[src/rtl/i2s_apb_sequencer.sv]
// APB master for the I2S transceiver: configures it, polls status, and moves
// samples between the Tx source / Rx sink streams and the data registers.
module i2s_apb_sequencer #(
  parameter logic [31:0] ADDR_CTRL = 32'h0000_0000,
  parameter logic [31:0] ADDR_STAT = 32'h0000_0004,
  parameter logic [31:0] ADDR_TX   = 32'h0000_0008,
  parameter logic [31:0] ADDR_RX   = 32'h0000_000C,
  parameter int unsigned STOP_BIT  = 0
) (
  input  logic        pclk,
  input  logic        preset,
  input  logic [31:0] cfg_word,
  input  logic        start,
  input  logic        stop_req,
  input  logic        tx_valid,
  input  logic [31:0] tx_data,
  output logic        tx_ready,
  output logic        rx_valid,
  output logic [31:0] rx_data,
  input  logic        rx_ready,
  output logic        psel,
  output logic        penable,
  output logic        pwrite,
  output logic [31:0] paddr,
  output logic [31:0] pwdata,
  input  logic [31:0] prdata,
  output logic        busy,
  output logic        rx_overflow,
  output logic [15:0] tx_count,
  output logic [15:0] rx_count
);

  localparam int unsigned DW = 32;
  localparam int unsigned CW = 16;
  localparam logic [DW-1:0] STOP_MASK = DW'(1) << STOP_BIT;

  typedef enum logic [3:0] {
    IDLE, CFG_S, CFG_A, POLL_S, POLL_A, DECIDE,
    TX_S, TX_A, RX_S, RX_A, STOP_S, STOP_A
  } state_t;

  state_t        state;
  logic [DW-1:0] cfg_q;
  logic [3:0]    stat_q;   // {Tx_full, Tx_empty, Rx_full, Rx_empty}
  logic          stop_q;
  logic          last_tx;  // 1: Tx was granted last, 0: Rx

  logic stop_pend, tx_elig, rx_elig, grant_tx, grant_rx;

  // Grant decision; a stop request arriving in DECIDE itself still wins
  always_comb begin
    stop_pend = stop_q | stop_req;
    tx_elig   = tx_valid & ~stat_q[3];
    rx_elig   = ~stat_q[0] & ~rx_valid;
    grant_tx  = tx_elig & (~rx_elig | ~last_tx);
    grant_rx  = rx_elig & (~tx_elig | last_tx);
  end

  // Accept strobe must coincide with the DECIDE cycle that captures tx_data
  assign tx_ready = (state == DECIDE) & ~stop_pend & grant_tx;

  always_ff @(posedge pclk) begin
    if (!preset) begin
      state       <= IDLE;
      cfg_q       <= '0;
      stat_q      <= '0;
      stop_q      <= 1'b0;
      last_tx     <= 1'b0;
      psel        <= 1'b0;
      penable     <= 1'b0;
      pwrite      <= 1'b0;
      paddr       <= '0;
      pwdata      <= '0;
      rx_valid    <= 1'b0;
      rx_data     <= '0;
      busy        <= 1'b0;
      rx_overflow <= 1'b0;
      tx_count    <= '0;
      rx_count    <= '0;
    end else begin
      if (rx_valid && rx_ready) rx_valid <= 1'b0;
      if (stop_req && state != IDLE) stop_q <= 1'b1;

      case (state)
        IDLE: if (start) begin
          state       <= CFG_S;
          cfg_q       <= cfg_word & ~STOP_MASK;
          psel        <= 1'b1;
          penable     <= 1'b0;
          pwrite      <= 1'b1;
          paddr       <= ADDR_CTRL;
          pwdata      <= cfg_word & ~STOP_MASK;
          busy        <= 1'b1;
          rx_overflow <= 1'b0;
          tx_count    <= '0;
          rx_count    <= '0;
        end
        CFG_S:  begin state <= CFG_A;  penable <= 1'b1; end
        POLL_S: begin state <= POLL_A; penable <= 1'b1; end
        TX_S:   begin state <= TX_A;   penable <= 1'b1; end
        RX_S:   begin state <= RX_A;   penable <= 1'b1; end
        STOP_S: begin state <= STOP_A; penable <= 1'b1; end
        CFG_A, TX_A, RX_A: begin
          state   <= POLL_S;
          penable <= 1'b0;
          pwrite  <= 1'b0;
          paddr   <= ADDR_STAT;
          if (state == TX_A) tx_count <= tx_count + CW'(1);
          if (state == RX_A) begin
            rx_data  <= prdata;
            rx_valid <= 1'b1;
            rx_count <= rx_count + CW'(1);
          end
        end
        POLL_A: begin
          state   <= DECIDE;
          stat_q  <= prdata[3:0];
          psel    <= 1'b0;
          penable <= 1'b0;
          if (prdata[1]) rx_overflow <= 1'b1;
        end
        DECIDE: begin
          psel <= 1'b1;
          if (stop_pend) begin
            state  <= STOP_S;
            pwrite <= 1'b1;
            paddr  <= ADDR_CTRL;
            pwdata <= cfg_q | STOP_MASK;
          end else if (grant_tx) begin
            state   <= TX_S;
            pwrite  <= 1'b1;
            paddr   <= ADDR_TX;
            pwdata  <= tx_data;
            last_tx <= 1'b1;
          end else if (grant_rx) begin
            state   <= RX_S;
            pwrite  <= 1'b0;
            paddr   <= ADDR_RX;
            last_tx <= 1'b0;
          end else begin
            state  <= POLL_S;
            pwrite <= 1'b0;
            paddr  <= ADDR_STAT;
          end
        end
        STOP_A: begin
          state   <= IDLE;
          stop_q  <= 1'b0;
          psel    <= 1'b0;
          penable <= 1'b0;
          busy    <= 1'b0;
        end
        default: begin
          state   <= IDLE;
          psel    <= 1'b0;
          penable <= 1'b0;
          busy    <= 1'b0;
        end
      endcase
    end
  end

endmodule

[config.mk]
export PLATFORM = sky130hd
export DESIGN_NAME = i2s_apb_sequencer
export DESIGN_NICKNAME = d
export VERILOG_FILES = /design/src/rtl/i2s_apb_sequencer.sv
export SDC_FILE = /design/constraint.sdc
export NUM_CORES = 1
export LEC_CHECK = 0
export CORE_ASPECT_RATIO = 0.7
export CORE_MARGIN = 1
export CORE_UTILIZATION = 46
export DETAILED_ROUTE_END_ITERATION = 12
export PLACE_DENSITY = 0.79
export SETUP_SLACK_MARGIN = 0.3
export SYNTH_ARGS = -nofsm -noshare
export SYNTH_HDL_FRONTEND = slang
export SYNTH_SLANG_ARGS = --single-unit
[constraint.sdc]
create_clock -name pclk -period 2.1 [get_ports pclk]
set_clock_uncertainty 0.05 [all_clocks]
set_input_delay 0.42 -clock pclk [delete_from_list [all_inputs] [get_ports pclk]]
set_output_delay 0.42 -clock pclk [all_outputs]
set_load 0.03 [all_outputs]
==> impl_metrics.csv, run 1 <==
group,metric,value,unit
status,outcome,"complete, but fails checks",
status,violations,"negative setup slack",
place,placed_area,0.009340,mm^2
clock_network,clk_latency,0.41,ns
yosys,postSynthAreaPerCell,8.250,um^2
clock_network,cts_buffers,17,
setup_path,required,1.63,ns
setup_path,crit_family,"simple AND/OR/NAND/NOR gates",
floorplanning,io_pins,237,
sta,final.min_clock_period,2.163,ns
clock_network,cts.sink_count,143,
clock_network,cts_tree,"built",
clock_network,cts_buffer_depth,2,
floorplanning,dieArea,0.01549,mm^2
floorplanning,die_h,104.4,um
yosys,synth_area_leaders,"dfxtp_1 42%, nand2_1 11%, a21oi_1 6.7%",
pwr,irDropWorstVdd,0.4859,mV
yosys,synth-seq-cells,143,
sta,whs,0.4011,ns
floorplanning,core,0.01468,mm^2
route,wl,21460,um
yosys,syn_area,0.006897,mm^2
sta,setup_ws,-0.06275,ns
layout,fin_area,0.01057,mm^2
layout,syn2layout_area_growth,53.30,%
clock_network,htree_levels,4,
route,vias_per_cell,5.395,
route,route.detailed.drc,0,
layout,final_core_util,72.04,%
global_routing,grt_pass1_vias,6743,
global_routing,grt_max_degree,39,
yosys,netlist.area_leader.share,41.51,%
sta,post-route-period-util,103.0,%
layout,final_common_cell,"nand2_1",
setup_path,cpMaxStageDelayCell,"and4bb_4",
route,drtIter0Drc,392,
floorplanning,num_rows,37,
pwr,power,8.168,mW
pwr,p_per_area,772.6,mW/mm^2
setup_path,endpoint_kind,"primary output",
layout,fin_nets,1183,
place,place.gp.congestion,0.7857,
clock_network,cts-root-buf,"clkbuf_16",
sta,slew_violations,0,
global_routing,overflow,0,
yosys,synth_cells,836,
global_routing,track_usage,26.86,%
layout,final_cell_mix,"205 x nand2_1, 137 x dfxtp_1, 102 x dlygate4sd2_1",
setup_path,crit_type,"reg2out",
sta,slew_headroom,65.60,%
yosys,synth-edff-count,0,
setup_path,cp-start-kind,"flop",
route,wl_per_cell,16.67,um
route,drt-pass1-iter-count,5,
clock_network,clk_pin_slew_worst_paths,0.06,ns
setup_path,crit_path_max_incr_delay,0.38,ns
yosys,yosysWarnings,0,
place,io_buffers,205,
global_routing,grt_pass1_wl,33520,um
job,drv_cap,0,
setup_path,arrival,1.69,ns
route,drtAntennaViolNets,0,
sta,clock.fmax,462.4,MHz
sta,worstMarginPinSlew,0.5159,ns
floorplanning,die_x,148.4,um
sta,setup_viol,1,
sta,final-hold-violation-count,0,
setup_path,crit_path_frequent_cell,"buf_12",
setup_path,cp.buffers_inverters,2,
yosys,ys_seq_area_share,41.51,%
yosys,ys.flop_type,"dfxtp_1",
global_routing,antenna_found_initial,1,
route,via_count,6944,
yosys,synth_top_area_cell,"dfxtp_1",
setup_path,cp_max_fo,2,
yosys,synth.distinct_cells,60,
floorplanning,initial_core_util,46.99,%
sta,rsz0062_at_grt,"true",
yosys,postSynth.asyncResetShare,0,%
layout,drive_above_1_share,17.87,%
pwr,p_leak,4.448,nW
setup_path,crit_path_cell_trace,"and4bb_4 -> buf_12 -> nor4b_4 -> buf_12",
place,dpl.hpwl,13160,um
worst_hold_path,hold_path_class,"reg2reg",
[cell type report]
type / instances / area [um^2]
antenna: 1 / 2.502
clock buffer: 18 / 439.2
clock inverter: 13 / 257.7
fill: 1102 / 4103
inverter: 7 / 27.53
multi-input combinational: 623 / 3864
sequential: 143 / 2880
tap: 195 / 244.0
timing repair buffer: 287 / 2858
[registers in the layout (all words and copies together) (netlist names)]
signal,cells
pwdata,32
rx_data,32
cfg_q,31
rx_count,16
tx_count,16
state,4
paddr,2
stat_q,2
busy,1
last_tx,1
penable,1
psel,1
pwrite,1
rx_overflow,1
rx_valid,1
stop_q,1
[power breakdown]
group | total [mW] | switching [mW] | leakage [nW] | internal (mW)
combinational | 1.65 | 0.871 | 2.94 | 0.780
clock | 3.58 | 1.20 | 0.337 | 2.39
sequential | 2.93 | 0.0764 | 1.17 | 2.86
[layer usage]
layer  vias up  track usage, %  routed length [um]
met3        46           7.632                1726
met5         -               0                   0
met1      3288           35.61                9289
li1       3323               -                   -
met4         0           8.174                 492
met2       287           42.09                9950
[metrics by stage]
step / setup TNS [ns] / cells / setup slack (ns)
after floorplan: 0 / 865 / 0.2848
after global placement: -11.24 / 1220 / -0.3464
after detailed placement: -13.62 / 1220 / -0.3615
after CTS: -0.01853 / 1279 / -0.01853
after global routing: -0.1834 / 1287 / -0.1035
final: -0.06275 / 1287 / -0.06275
[cells in the mapped netlist (2+ instances only)]
library cell and n:
xor2_1 6, xnor2_1 3, mux2i_1 6, a211o_1 2
mux2_1 3, o211ai_1 6, nor3_1 2, buf_4 32
or4_1 10, inv_1 6, nor2_1 57, a21o_1 2
a311oi_1 31, nand2b_1 8, clkbuf_1 43, o31ai_1 12
o2111ai_1 5, and4_1 3, a22oi_1 4, buf_1 5
dfxtp_1 143, a21oi_1 92, nand3_1 8, nor4b_2 2
ha_1 2, nand2_1 205, nand4_1 8, o21a_1 2
o211a_1 3, nor2b_1 3, nor3b_1 2, buf_2 9
or3_1 8, and2_1 36, o21ai_0 12, mux2_4 28
buf_6 3, and3_1 2
[what timing repair did]
| action | 4_1_cts | 5_1_grt |
|---|---|---|
| pin swaps | 12 | 16 |
| gates resized for setup | 141 | 43 |
| setup endpoints to repair | 160 | 73 |
| buffers inserted | 24 | 6 |
| gates cloned | 4 | 1 |
| hold buffers | 0 | 0 |
[final timing paths]
| kind | to | cells past startpoint | slack (ns) | start |
|---|---|---|---|---|
| min | rx_data[23] | 2 | 0.40 | rx_data[23] |
| max reg2reg | pwdata[3] | 8 | 0.03 | state[1] |
| min reg2reg | rx_data[23] | 2 | 0.40 | rx_data[23] |
| max | tx_ready | 4 | -0.06 | state[1] |
[worst register-to-register path, cell delays in order (launching register included)]
cell      delay [ns]
dfxtp_4         0.34
buf_4           0.20
and4b_1         0.23
a311oi_2        0.22
buf_4           0.17
nand4_4         0.13
buf_6           0.17
buf_12          0.14
mux2_1          0.31
[kinds of logic (layout without fill, tap and decap cells)]
| logic type | Yosys count | count (layout) | share of synthesized area, % |
|---|---|---|---|
| xor gates and xnor gates | 9 | 9 | 1.143 |
| AOI/OAI and AO/OA | 182 | 182 | 17.38 |
| buffers and inverters | 99 | 325 | 7.620 |
| other | 1 | 31 | 0.05437 |
| adders and majority gates | 2 | 2 | 0.3628 |
| and+or+nand+nor | 363 | 363 | 24.47 |
| muxes | 37 | 37 | 7.456 |
| DFF | 143 | 143 | 41.51 |
(Power assumes the default switching activity.)
==> run 2, diff against run 1 <==
--- a/config.mk
+++ b/config.mk
@@ -8,9 +8,12 @@
 export CORE_ASPECT_RATIO = 0.7
 export CORE_MARGIN = 1
 export CORE_UTILIZATION = 46
+export CTS_CLUSTER_SIZE = 14
 export DETAILED_ROUTE_END_ITERATION = 12
 export PLACE_DENSITY = 0.79
+export RECOVER_POWER = 50
 export SETUP_SLACK_MARGIN = 0.3
+export SLEW_MARGIN = 20
 export SYNTH_ARGS = -nofsm -noshare
 export SYNTH_HDL_FRONTEND = slang
 export SYNTH_SLANG_ARGS = --single-unit
==> results of run 2 <==
The final DEF is identical to that of run 1; final timing and power are the same.
